### src/rtl/dec_8to256.sv
// dec_8to256: registered 8-to-256 binary-to-one-hot decoder.
// The 256 one-hot lines are built from two 4-to-16 predecoders (low and high
// nibble of the code), then ANDed into a 16x16 grid and registered. Outputs
// come straight from the flops, so the module has no combinational path
// from in0 to out0/out1.
module dec_8to256 #(
    parameter int IN_W   = 8,
    parameter int OUT_W  = 256,
    parameter int HALF_W = 128
) (
    input  logic              clk,
    input  logic              rst,
    input  logic [IN_W-1:0]   in0,
    output logic [HALF_W-1:0] out0,
    output logic [HALF_W-1:0] out1
);

    localparam int NIB_W   = 4;
    localparam int NIB_CNT = 16;

    logic [NIB_CNT-1:0] lo_hot;
    logic [NIB_CNT-1:0] hi_hot;
    logic [OUT_W-1:0]   dec_d;
    logic [OUT_W-1:0]   dec_q;

    // Predecode each nibble of the code into a 16-line one-hot group.
    always_comb begin
        lo_hot = '0;
        hi_hot = '0;
        lo_hot[in0[NIB_W-1:0]]      = 1'b1;
        hi_hot[in0[IN_W-1:NIB_W]]   = 1'b1;
    end

    // Line 16*h + l is high only when the high group selects h and the low group selects l.
    always_comb begin
        dec_d = '0;
        for (int h = 0; h < NIB_CNT; h++) begin
            dec_d[h*NIB_CNT +: NIB_CNT] = hi_hot[h] ? lo_hot : '0;
        end
    end

    // Register the decoded lines; reset forces every line low immediately.
    always_ff @(posedge clk or posedge rst) begin
        if (rst) begin
            dec_q <= '0;
        end else begin
            dec_q <= dec_d;
        end
    end

    assign out0 = dec_q[HALF_W-1:0];
    assign out1 = dec_q[OUT_W-1:HALF_W];

endmodule

### config.mk
export PLATFORM = sky130hd
export DESIGN_NAME = dec_8to256
export DESIGN_NICKNAME = d
export VERILOG_FILES = /design/src/rtl/dec_8to256.sv
export SDC_FILE = /design/constraint.sdc
export NUM_CORES = 1
export LEC_CHECK = 0
export CAP_MARGIN = 10
export CORE_ASPECT_RATIO = 1.75
export CORE_MARGIN = 2
export CORE_UTILIZATION = 41
export CTS_CLUSTER_DIAMETER = 120
export CTS_CLUSTER_SIZE = 10
export DETAILED_ROUTE_END_ITERATION = 12
export PLACE_DENSITY = 0.81
export SYNTH_ARGS = -nofsm -noshare
export SYNTH_HDL_FRONTEND = slang
export SYNTH_SLANG_ARGS = --single-unit
### constraint.sdc
create_clock -name clk -period 8.9 [get_ports clk]
set_input_delay 1.78 -clock clk [delete_from_list [all_inputs] [get_ports clk]]
set_output_delay 1.78 -clock clk [all_outputs]
set_load 0.05 [all_outputs]
# Yosys cells after proc, flatten, opt, wreduce, memory -nomap -nowiden
# Cells that the tools add are included.
dict set report word_totals {
  register_bits 256
  out_inout_bits 256
  elab_cells 27
}
dict set report op_classes {
  magnitude_cmp 4
  muxes 20
  n_reduce_logical 2
}
# op count
set ops {}
lappend ops {{$mux W16} 16}
lappend ops {{$lt A4 B5 Y1 const B} 2}
lappend ops {{$demux W1 S4} 2}
lappend ops {{$ge A4 B1 Y1 const B} 2}
lappend ops {{$logic_and A1 B1 Y1} 2}
lappend ops {{$mux W1} 2}

# Longest topological paths before layout
# Gate-level depths: netlist of the first run.
dict set report logic_depth {
  depth_word 5
  mapped_depth 5
  depth_no_buf 2
}

# Worst setup path before layout of the first run
# Ideal clock, no wire load.
dict set report synth_path {
  path_type {input to register}
  from {in in0[5]}
  to {reg dec_q[11]}
  setup_time_ns 0.069
  arrival_time_ns 2.755
  required_ns 8.831
  slack_ns 6.076
  path_stages 5
  n_path_buf 3
  cell_sequence {buf_6 or4_4 buf_6 buf_6 nor2_2}
}
dict set report synth_via {
  elab_chain_len 5
  word_cells_on_any_way 6
}
# item line_no
set synth_lines {}
lappend synth_lines {{from (decl)} 13} ;# input logic [IN_W-1:0] in0,
lappend synth_lines {{$lt A4 B5 Y1 (not written as such) / $ge A4 B1 Y1 (equally long branches)} 31} ;# hi_hot[in0[IN_W-1:NIB_W]] = 1'b1;
lappend synth_lines {{$logic_and A1 B1 Y1 (not written as such)} 31}
lappend synth_lines {{$mux W1 (not written as such)} 31}
lappend synth_lines {{$demux W1 S4 *} 31}
lappend synth_lines {{$mux W16 *} 38} ;# dec_d[h*NIB_CNT +: NIB_CNT] = hi_hot[h] ? lo_hot : '0;
lappend synth_lines {{via dec_d[11]} 23} ;# logic [OUT_W-1:0] dec_d;
lappend synth_lines {{to (signal assigned)} 45} ;# dec_q <= '0;
lappend synth_lines {{to (signal assigned)} 47} ;# dec_q <= dec_d;
lappend synth_lines {{to (decl)} 24} ;# logic [OUT_W-1:0] dec_q;
# Mark *: on every way through the listed nets, which the timed path passes. The rest lies on a longest branch.

# Final worst setup path of the first run
dict set report layout_path {
  from {reg dec_q[44]}
  to {out out0[44]}
}
# item line_no
set layout_lines {}
lappend layout_lines {{to (decl)} 14} ;# output logic [HALF_W-1:0] out0,
# No word-level cell between the ends.

==> results.md, run 1 <==
- Status: completed
- Max reg flops: between 200 and 300
- Chip height: around 190 um
- Area growth syn-to-layout: 41.8%
- PostCTS Resize Cnt: 0
- Hold-fix buffers at CTS: 0
- Clock Pin Slew Worst Setup and Hold Paths: 0.06 ns
- Final Hold Fails: 0
- Drt drc: 0
- Fin crit share: 39.5%
- Pwr dens: a little under 200 nW/um2
- First-pass GRT wire length: roughly 34000 um
- Placed Cells: around 1100
- Most area-hungry cell type in the Yosys netlist: dfrtp_1
- Top-area cell type share of the netlist area: between 70% and 80%
- Worst-Margin Slew: 1.03 ns
- Worst path required time: 7.12 ns
- Count leader, synth: dfrtp_1
- WL/cell: 21.2 um
- GR Util All Layers: ~22%
- Post-Layout Cell Count: ~1100
- Final wirelength: approximately 23000 um
- Post-synthesis sequential area ratio: 78.9%
- Vias per inst: roughly 4.9
- Fmax: 285 MHz
- Crit end category: primary output
- Pleak: slightly above 5 nW
- CTS Root Cell: clkbuf_16
- Share of cells above drive strength 1: around 7.9%
- Netlist cell types: 14
- RSZ-0062 raised after global routing: no
- CP Launch Type: flop
- Power consumption: between 0.002 and 0.0025 W
- Largest regs: dec_q (256)
- Yosys reg bits: between 200 and 300
- Fin Hold WS: about 1.8 ns
- Chip Width: around 110 um
- Post-CTS Setup Inserts: 0
- CP Class: flop to primary output
- Mean Syn Cell Area: between 10 and 15 um2
- H-tree depth: 1
- Gpl congestion: 0.819
- Final setup fails: 0
- ANT nets after route: 0
- Initial antenna violation count: 1
- Largest stage delay, worst path: roughly 0.87 ns
- Site row count: 68
- Crit path cell chain: clkdlybuf4s50_1
- TNS Setup: 0 ns
- Worst VDD drop: 0.169 mV
- Largest cells by area after synthesis: dfrtp_1, nor2_1, nor2_2, buf_2, nand4bb_1
- Async SR Flop Fraction: 100%
- Worst path top cell family by delay: buffers and inverters
- Bufs and invs on worst path: 1
- Arr. time, crit path: about 1.7 ns
- Dpl hpwl: about 15000 um
- Biggest register: dec_q
- Max clock buf depth: 3
- I/O pins: approximately 270
- Crit path time final: between 3 and 4 ns
- Cell Area, Synth: 8120 um2
- Clock sinks: 256
- Gr ovfl total: 0
- Syn nets: 617
- Full die area: 21000 um2
- Vias: between 5000 and 6000
- Post-synth EDFFs: 0
- Starting Density: 41.5%
- Vias in the first global route: ~5600
- Cts bufs inserted: 29
- Max-slew violations: 0
- Most common flop cell mapped by yosys: dfrtp_1
- Slew HR: a little under a third
- Worst path slowest cell: clkdlybuf4s50_1
- Input/output buffers: 265
- Fillers: ~1500
- Drt first pass iters: 5
- Core Region: 19600 um2
- Maximum number of pins on one net before global-route repair: 101
- Post-Synthesis Cells: around 600
- YS warnings: 0
- Commonest cells post-synth: dfrtp_1, nor2_1, nor2_2, buf_2, clkbuf_1
- HP Class: primary input to asynchronous set/reset pin
- CTS tree: built
- Max_cap viols: 0
- Nets@finish: between 800 and 900
- Crit path max fanout: 1
- DRT iter0 DRCs: roughly 220
-- through the flow --
stage / setup slack [ns] / util (%) / instance area (um2)
detailed placement: 4.98 / 55.0 / 10800
global placement: 5.10 / 55.0 / 10800
finish: 5.39 / 58.9 / 11500
floorplan: 0.0783 / - / 8120
CTS: 5.36 / 58.9 / 11500
global route: 5.33 / 58.9 / 11500
-- final timing paths --
| kind | to | slack, ns | from | depth (start not counted) |
|---|---|---|---|---|
| worst min-delay path | dec_q[144] | 1.76 | rst | 2 |
| min in group clk | dec_q[40] | 2.47 | in0[3] | 3 |
| worst max-delay path | out0[44] | 5.39 | dec_q[44] | 1 |
| max in group asynchronous | dec_q[255] | 5.63 | rst | 3 |
-- final cells by class --
cell class                      count  area [um2]  area share, %
Inverter                            1        11.3         0.0977
Timing Repair Buffer              267        2670           23.1
Sequential cell                   256        6410           55.6
Clock buffer                       29         726           6.30
Clock inverter                      2        38.8          0.337
Antenna cell                        1        2.50         0.0217
Multi-Input combinational cell    288        1370           11.8
Tap cell                          245         307           2.66
-- layer usage --
layer	up-vias	GRT usage (%)	routed length, um
met3	63	4.23	1230
met1	2711	23.3	7870
met2	212	39.9	12700
met5	-	0	0
met4	0	11.1	1210
li1	2299	-	-
-- power breakdown --
| group | switching (W) | internal [W] | total [W] | leakage (nW) |
|---|---|---|---|---|
| sequential | 0.00000108 | 0.00117 | 0.00117 | 3.57 |
| combinational | 0.0000693 | 0.0000164 | 0.0000857 | 1.15 |
| clock | 0.000413 | 0.000598 | 0.00101 | 0.376 |
| total | 0.000483 | 0.00178 | 0.00227 | 5.10 |
-- cell families after synthesis --
group	synth area share, %
DFF	78.9
and+or+nand+nor	16.8
buffers and inverters	4.34
-- placed cells by master, fill, tap and decap left out --
cell type	synthesis	routed
inv_8	0	1
bufinv_16	0	1
nand4b_1	8	8
dfrtp_1	256	256
nor2_1	226	226
clkdlybuf4s50_1	0	265
buf_4	0	2
diode_2	0	1
inv_6	0	1
nor2_2	29	29
nor2_4	1	1
or4b_4	1	1
nand4bb_1	12	12
clkbuf_16	0	29
nand4_1	2	2
or4_4	2	2
or4b_1	7	7
No activity file was read; power rests on OpenSTA's default activity.
==> inputs of run 2 (changes only) <==
==> constraint.sdc (replaced) <==
create_clock -name clk -period 2.8 [get_ports clk]
set_input_delay 0.56 -clock clk [delete_from_list [all_inputs] [get_ports clk]]
set_output_delay 0.56 -clock clk [all_outputs]
set_load 0.05 [all_outputs]
==> results.md, run 2 (synthesis gave the netlist of run 1 again) <==
- Status: completed
- CP Class: flop to primary output
- Fillers: 1484 (-3.8%)
- Worst path top cell family by delay: buffers and inverters
- Crit path max fanout: 1 (unchanged)
- Max-slew violations: 0 (unchanged)
- Uppermost routed layer: met4
- Critical path origin: dec_q[72]
- Slew HR: 59.8% (+29 points)
- Max reg flops: 256 (unchanged)
- RSZ-0062 raised after global routing: no
- Initial antenna violation count: 0 (-1)
- Clock Pin Slew Worst Setup and Hold Paths: 0.06 ns (about the same)
- CTS Root Cell: clkbuf_16
- Site row count: 68 (unchanged)
- Post-CTS Setup Inserts: 0 (unchanged)
- Arr. time, crit path: 1.72 ns (about the same)
- Vias: 5487 (+3.8%)
- CP Launch Type: flop
- Biggest register: dec_q
- I/O pins: 266 (unchanged)
- Nets@finish: 885 (+3.8%)
- Gr ovfl total: 0 (unchanged)
- Critical Path Stages: 1 (unchanged)
- WL met3: 1220 um (-1.2%)
- Starting Density: 41.5% (unchanged)
- Vias per inst: 4.90 (+1.0%)
- Drt first pass iters: 4 (-1)
- Gpl congestion: 0.816 (-0.38%)
- DRT iter0 DRCs: 237 (+9.2%)
- Met1 wire length: 7570 um (-3.8%)
- Chip height: 190 um (unchanged)
- Most frequent cells in the layout: clkdlybuf4s50_1, dfrtp_1, nor2_1
- Pleak: 5.26 nW (+3.3%)
- Crit path cell chain: clkdlybuf4s50_1
- Area growth syn-to-layout: 45.7%
- Worst path slowest cell: clkdlybuf4s50_1
- Max_cap viols: 0 (unchanged)
- Max clock buf depth: 3 (unchanged)
- WL/cell: 20.6 um (-2.7%)
- Fin crit share: approximately 81%
- Crit path time final: 2.28 ns
- PostCTS Resize Cnt: 0 (unchanged)
- Final Util: 60.5% (+1.6 points)
- Crit end category: primary output
- Final setup fails: 0 (unchanged)
- Commonest non-fill, non-tap cell in the layout: clkdlybuf4s50_1
- Largest regs: dec_q (256)
- Vias in the first global route: 5822 (+4.6%)
- Chip Width: 110 um (unchanged)
- Final Hold Fails: 0 (unchanged)
- Pre-CTS setup slack: 0.349 ns (-4.63 ns)
- Final wirelength: 23000 um (about the same)
- Pwr dens: 610 nW/um2 (+210%)
- Input/output buffers: 265 (unchanged)
- Worst-Margin Slew: 0.602 ns (-0.432 ns)
- Dpl hpwl: 16000 um (+3.6%)
- Fmax: 438 MHz
- ANT nets after route: 0 (unchanged)
- Drt drc: 0 (unchanged)
- Bufs and invs on worst path: 1 (unchanged)
- Core Region: 19600 um2 (unchanged)
- Full die area: 21000 um2 (unchanged)
- HP Class: primary input to asynchronous set/reset pin
- Inserted Diodes: 0 (-1)
- Met2 wire length: 13100 um (+3.2%)
- CTS tree: built
- Maximum number of pins on one net before global-route repair: 65 (-36%)
- H-tree depth: 1 (unchanged)
- Worst path required time: 2.24 ns (-4.88 ns)
- Cts bufs inserted: 29 (unchanged)
- Largest stage delay, worst path: 0.86 ns (about the same)
- Clock sinks: 256 (unchanged)
- Share of cells above drive strength 1: 11.2% (+3.3 points)
- GR Util All Layers: 21.8% (+0.19 points)
- TNS Setup: 0 ns (unchanged)
- First-pass GRT wire length: 34600 um (+1.3%)
- Worst setup margin: 0.519 ns (-4.87 ns)
- Worst VDD drop: 0.484 mV (+190%)
- Hold-fix buffers at CTS: 0 (unchanged)
[run 2: layer usage]
layer / GRT usage (%) / vias to the layer above
met5: 0 / -
met4: 10.8 / 0
met3: 4.16 / 68
met2: 41.3 / 221
met1: 22.8 / 2833
li1: - / 2365
[run 2: area by class of cell]
cell class | count | area [um2] | area share [%]
inverter | 1 | 7.51 | 0.0634
multi-input combinational | 288 | 1370 | 11.5
sequential | 256 | 6410 | 54.1
timing repair buffer | 299 | 3000 | 25.3
tap | 245 | 307 | 2.59
clock inverter | 1 | 30.0 | 0.254
clock buffer | 29 | 726 | 6.13
[run 2: per-stage QoR]
step | total power (W) | cell area, um2 | cells | hold WS, ns
2_1_floorplan | 0.00398 | 8130 | 607 | 0.838
3_3_place_gp | 0.00409 | 11100 | 1089 | 1.00
3_5_place_dp | 0.00410 | 11100 | 1089 | 1.01
4_1_cts | 0.00731 | 11800 | 1119 | 0.456
5_1_grt | 0.00745 | 11800 | 1119 | 0.476
6_report | 0.00722 | 11800 | 1119 | 0.456
[run 2: how the worst max path moves through the flow]
stage | end | slack, ns
global placement | dec_q[209] | 0.45
CTS | out1[9] | 0.49
global route | out0[72] | 0.49
finish | out0[72] | 0.52
detailed placement | dec_q[81] | 0.35
floorplan | dec_q[0] | -1.13
[run 2: power by group]
part / total, W / switching, W / internal (W)
Combinational: 0.000305 / 0.000225 / 0.0000800
Clock: 0.00320 / 0.00131 / 0.00189
Sequential: 0.00372 / 0.00000362 / 0.00372
Total: 0.00722 / 0.00153 / 0.00569
==> inputs of run 3 (changes only) <==
--- a/config.mk
+++ b/config.mk
@@ -8,11 +8,11 @@
 export CAP_MARGIN = 10
 export CORE_ASPECT_RATIO = 1.75
 export CORE_MARGIN = 2
-export CORE_UTILIZATION = 41
+export CORE_UTILIZATION = 45
 export CTS_CLUSTER_DIAMETER = 120
 export CTS_CLUSTER_SIZE = 10
 export DETAILED_ROUTE_END_ITERATION = 12
-export PLACE_DENSITY = 0.81
+export PLACE_DENSITY = 0.85
 export SYNTH_ARGS = -nofsm -noshare
 export SYNTH_HDL_FRONTEND = slang
 export SYNTH_SLANG_ARGS = --single-unit
==> constraint.sdc (replaced) <==
create_clock -name clk -period 2.4 [get_ports clk]
set_input_delay 0.48 -clock clk [delete_from_list [all_inputs] [get_ports clk]]
set_output_delay 0.48 -clock clk [all_outputs]
set_load 0.05 [all_outputs]
==> results.md, run 3 (synthesis gave the netlist of run 1 again) <==
- WL met3: 1150 um (-5.6%)
- Power consumption: 0.00847 W (+17%)
- RSZ-0062 raised after global routing: no
- DRT iter0 DRCs: 182 (-23%)
- Arr. time, crit path: 1.73 ns (about the same)
- CP Launch Type: flop
- Fin crit share: between 90 and 100%
- Drt first pass iters: 4 (unchanged)
- Clock Pin Slew Worst Setup and Hold Paths: 0.06 ns (about the same)
- Worst path top cell family by delay: buffers and inverters
- CTS Root Cell: clkbuf_16
- CTS tree: built
- WL/cell: 20.1 um (-2.4%)
- Crit path time final: around 2.2 ns
- Nets@finish: 897 (+1.4%)
- Hold-fix buffers at CTS: 0 (unchanged)
- Max_cap viols: 0 (unchanged)
- Biggest register: dec_q
- Bufs and invs on worst path: 1 (unchanged)
- Gpl congestion: 0.779 (-4.5%)
- Commonest non-fill, non-tap cell in the layout: clkdlybuf4s50_1
- Largest stage delay, worst path: 0.83 ns (-0.03 ns)
- PostCTS Resize Cnt: 0 (unchanged)
- Uppermost routed layer: met4
- Status: completed
- Input/output buffers: 265 (unchanged)
- Chip Width: 106 um (-4.4%)
- Final Hold Fails: 0 (unchanged)
- Slew HR: 60.5% (+0.69 points)
- Maximum number of pins on one net before global-route repair: 57 (-12%)
- Gr ovfl total: 0 (unchanged)
- Max-slew violations: 0 (unchanged)
- Post-CTS Setup Inserts: 0 (unchanged)
- Met2 wire length: 12700 um (-3.0%)
- ANT nets after route: 0 (unchanged)
- Pwr dens: 711 nW/um2 (+16%)
- Vias per inst: 4.85 (-1.1%)
- Register area: 6410 um2 (unchanged)
- Fillers: 1281 (-14%)
- Dpl hpwl: 15500 um (-3.6%)
- Worst-Margin Slew: 0.591 ns (-0.0104 ns)
- CP Class: flop to primary output
- Vias in the first global route: 5772 (-0.86%)
- Fmax: ~450 MHz
- Worst path required time: 1.92 ns (-0.32 ns)
- Max reg flops: 256 (unchanged)
- Most frequent cells in the layout: clkdlybuf4s50_1, dfrtp_1, nor2_1
- Final Util: 66.6% (+6.1 points)
- First-pass GRT wire length: 34500 um (-0.40%)
- Drt drc: 0 (unchanged)
- Chip height: 182 um (-4.5%)
- Worst path slowest cell: clkdlybuf4s50_1
- GR Util All Layers: 24.1% (+2.3 points)
- Cts bufs inserted: 29 (unchanged)
- Largest regs: dec_q (256)
- H-tree depth: 1 (unchanged)
- Inserted Diodes: 0 (unchanged)
- Met1 wire length: 7510 um (-0.74%)
- Final setup fails: 0 (unchanged)
- Site row count: 65 (-4.4%)
- Critical Path Stages: 1 (unchanged)
- Worst VDD drop: 0.674 mV (+39%)
- Footprint of the multi-input gates: 1370 um2 (unchanged)
- I/O pins: 266 (unchanged)
- Share of cells above drive strength 1: 12.5% (+1.3 points)
- Max clock buf depth: 3 (unchanged)
- Final wirelength: 22500 um (-2.2%)
- Initial antenna violation count: 0 (unchanged)
- Pleak: 5.31 nW (+0.92%)
- Vias: 5438 (-0.89%)
- Full die area: 19200 um2 (-8.6%)
- HP Class: primary input to asynchronous set/reset pin
- Crit path cell chain: clkdlybuf4s50_1
- Area growth syn-to-layout: 46.6%
- Crit path max fanout: 1 (unchanged)
- Crit end category: primary output
- Starting Density: 45.4% (+3.9 points)
- Clock sinks: 256 (unchanged)
- Core Region: 17900 um2 (-8.6%)
[run 3: per-stage QoR]
| stage | hold slack [ns] | setup WS (ns) | instances | cell area [um2] | TNS, ns |
|---|---|---|---|---|---|
| floorplan | 0.758 | -1.45 | 607 | 8130 | -371.62 |
| global placement | 0.937 | 0.207 | 1090 | 11100 | 0 |
| detailed placement | 0.946 | 0.185 | 1090 | 11100 | 0 |
| CTS | 0.384 | 0.176 | 1121 | 11900 | 0 |
| global route | 0.397 | 0.170 | 1121 | 11900 | 0 |
| finish | 0.376 | 0.194 | 1121 | 11900 | 0 |
[run 3: report_power, final]
group          internal, W  switching [W]
Sequential         0.00433     0.00000391
Combinational     0.000101       0.000264
Clock              0.00222        0.00155
[run 3: worst max-delay path by stage]
stage | start | endpoint | slack [ns]
2_1_floorplan | rst | dec_q[0] | -1.45
3_3_place_gp | in0[2] | dec_q[55] | 0.21
3_5_place_dp | in0[2] | dec_q[119] | 0.18
4_1_cts | dec_q[223] | out1[95] | 0.18
5_1_grt | dec_q[41] | out0[41] | 0.17
6_report | dec_q[223] | out1[95] | 0.19
[run 3: area by class of cell]
class | count | area share, %
sequential | 256 | 53.8
timing repair buffer | 311 | 25.8
multi-input combinational | 288 | 11.5
clock buffer | 29 | 6.09
tap | 234 | 2.46
clock inverter | 2 | 0.326
inverter | 1 | 0.0630
[run 3: per-layer routing]
| layer | up-vias | GRT usage (%) |
|---|---|---|
| li1 | 2388 | - |
| met1 | 2754 | 26.0 |
| met2 | 226 | 44.9 |
| met3 | 70 | 3.91 |
| met4 | 0 | 11.8 |
| met5 | - | 0 |
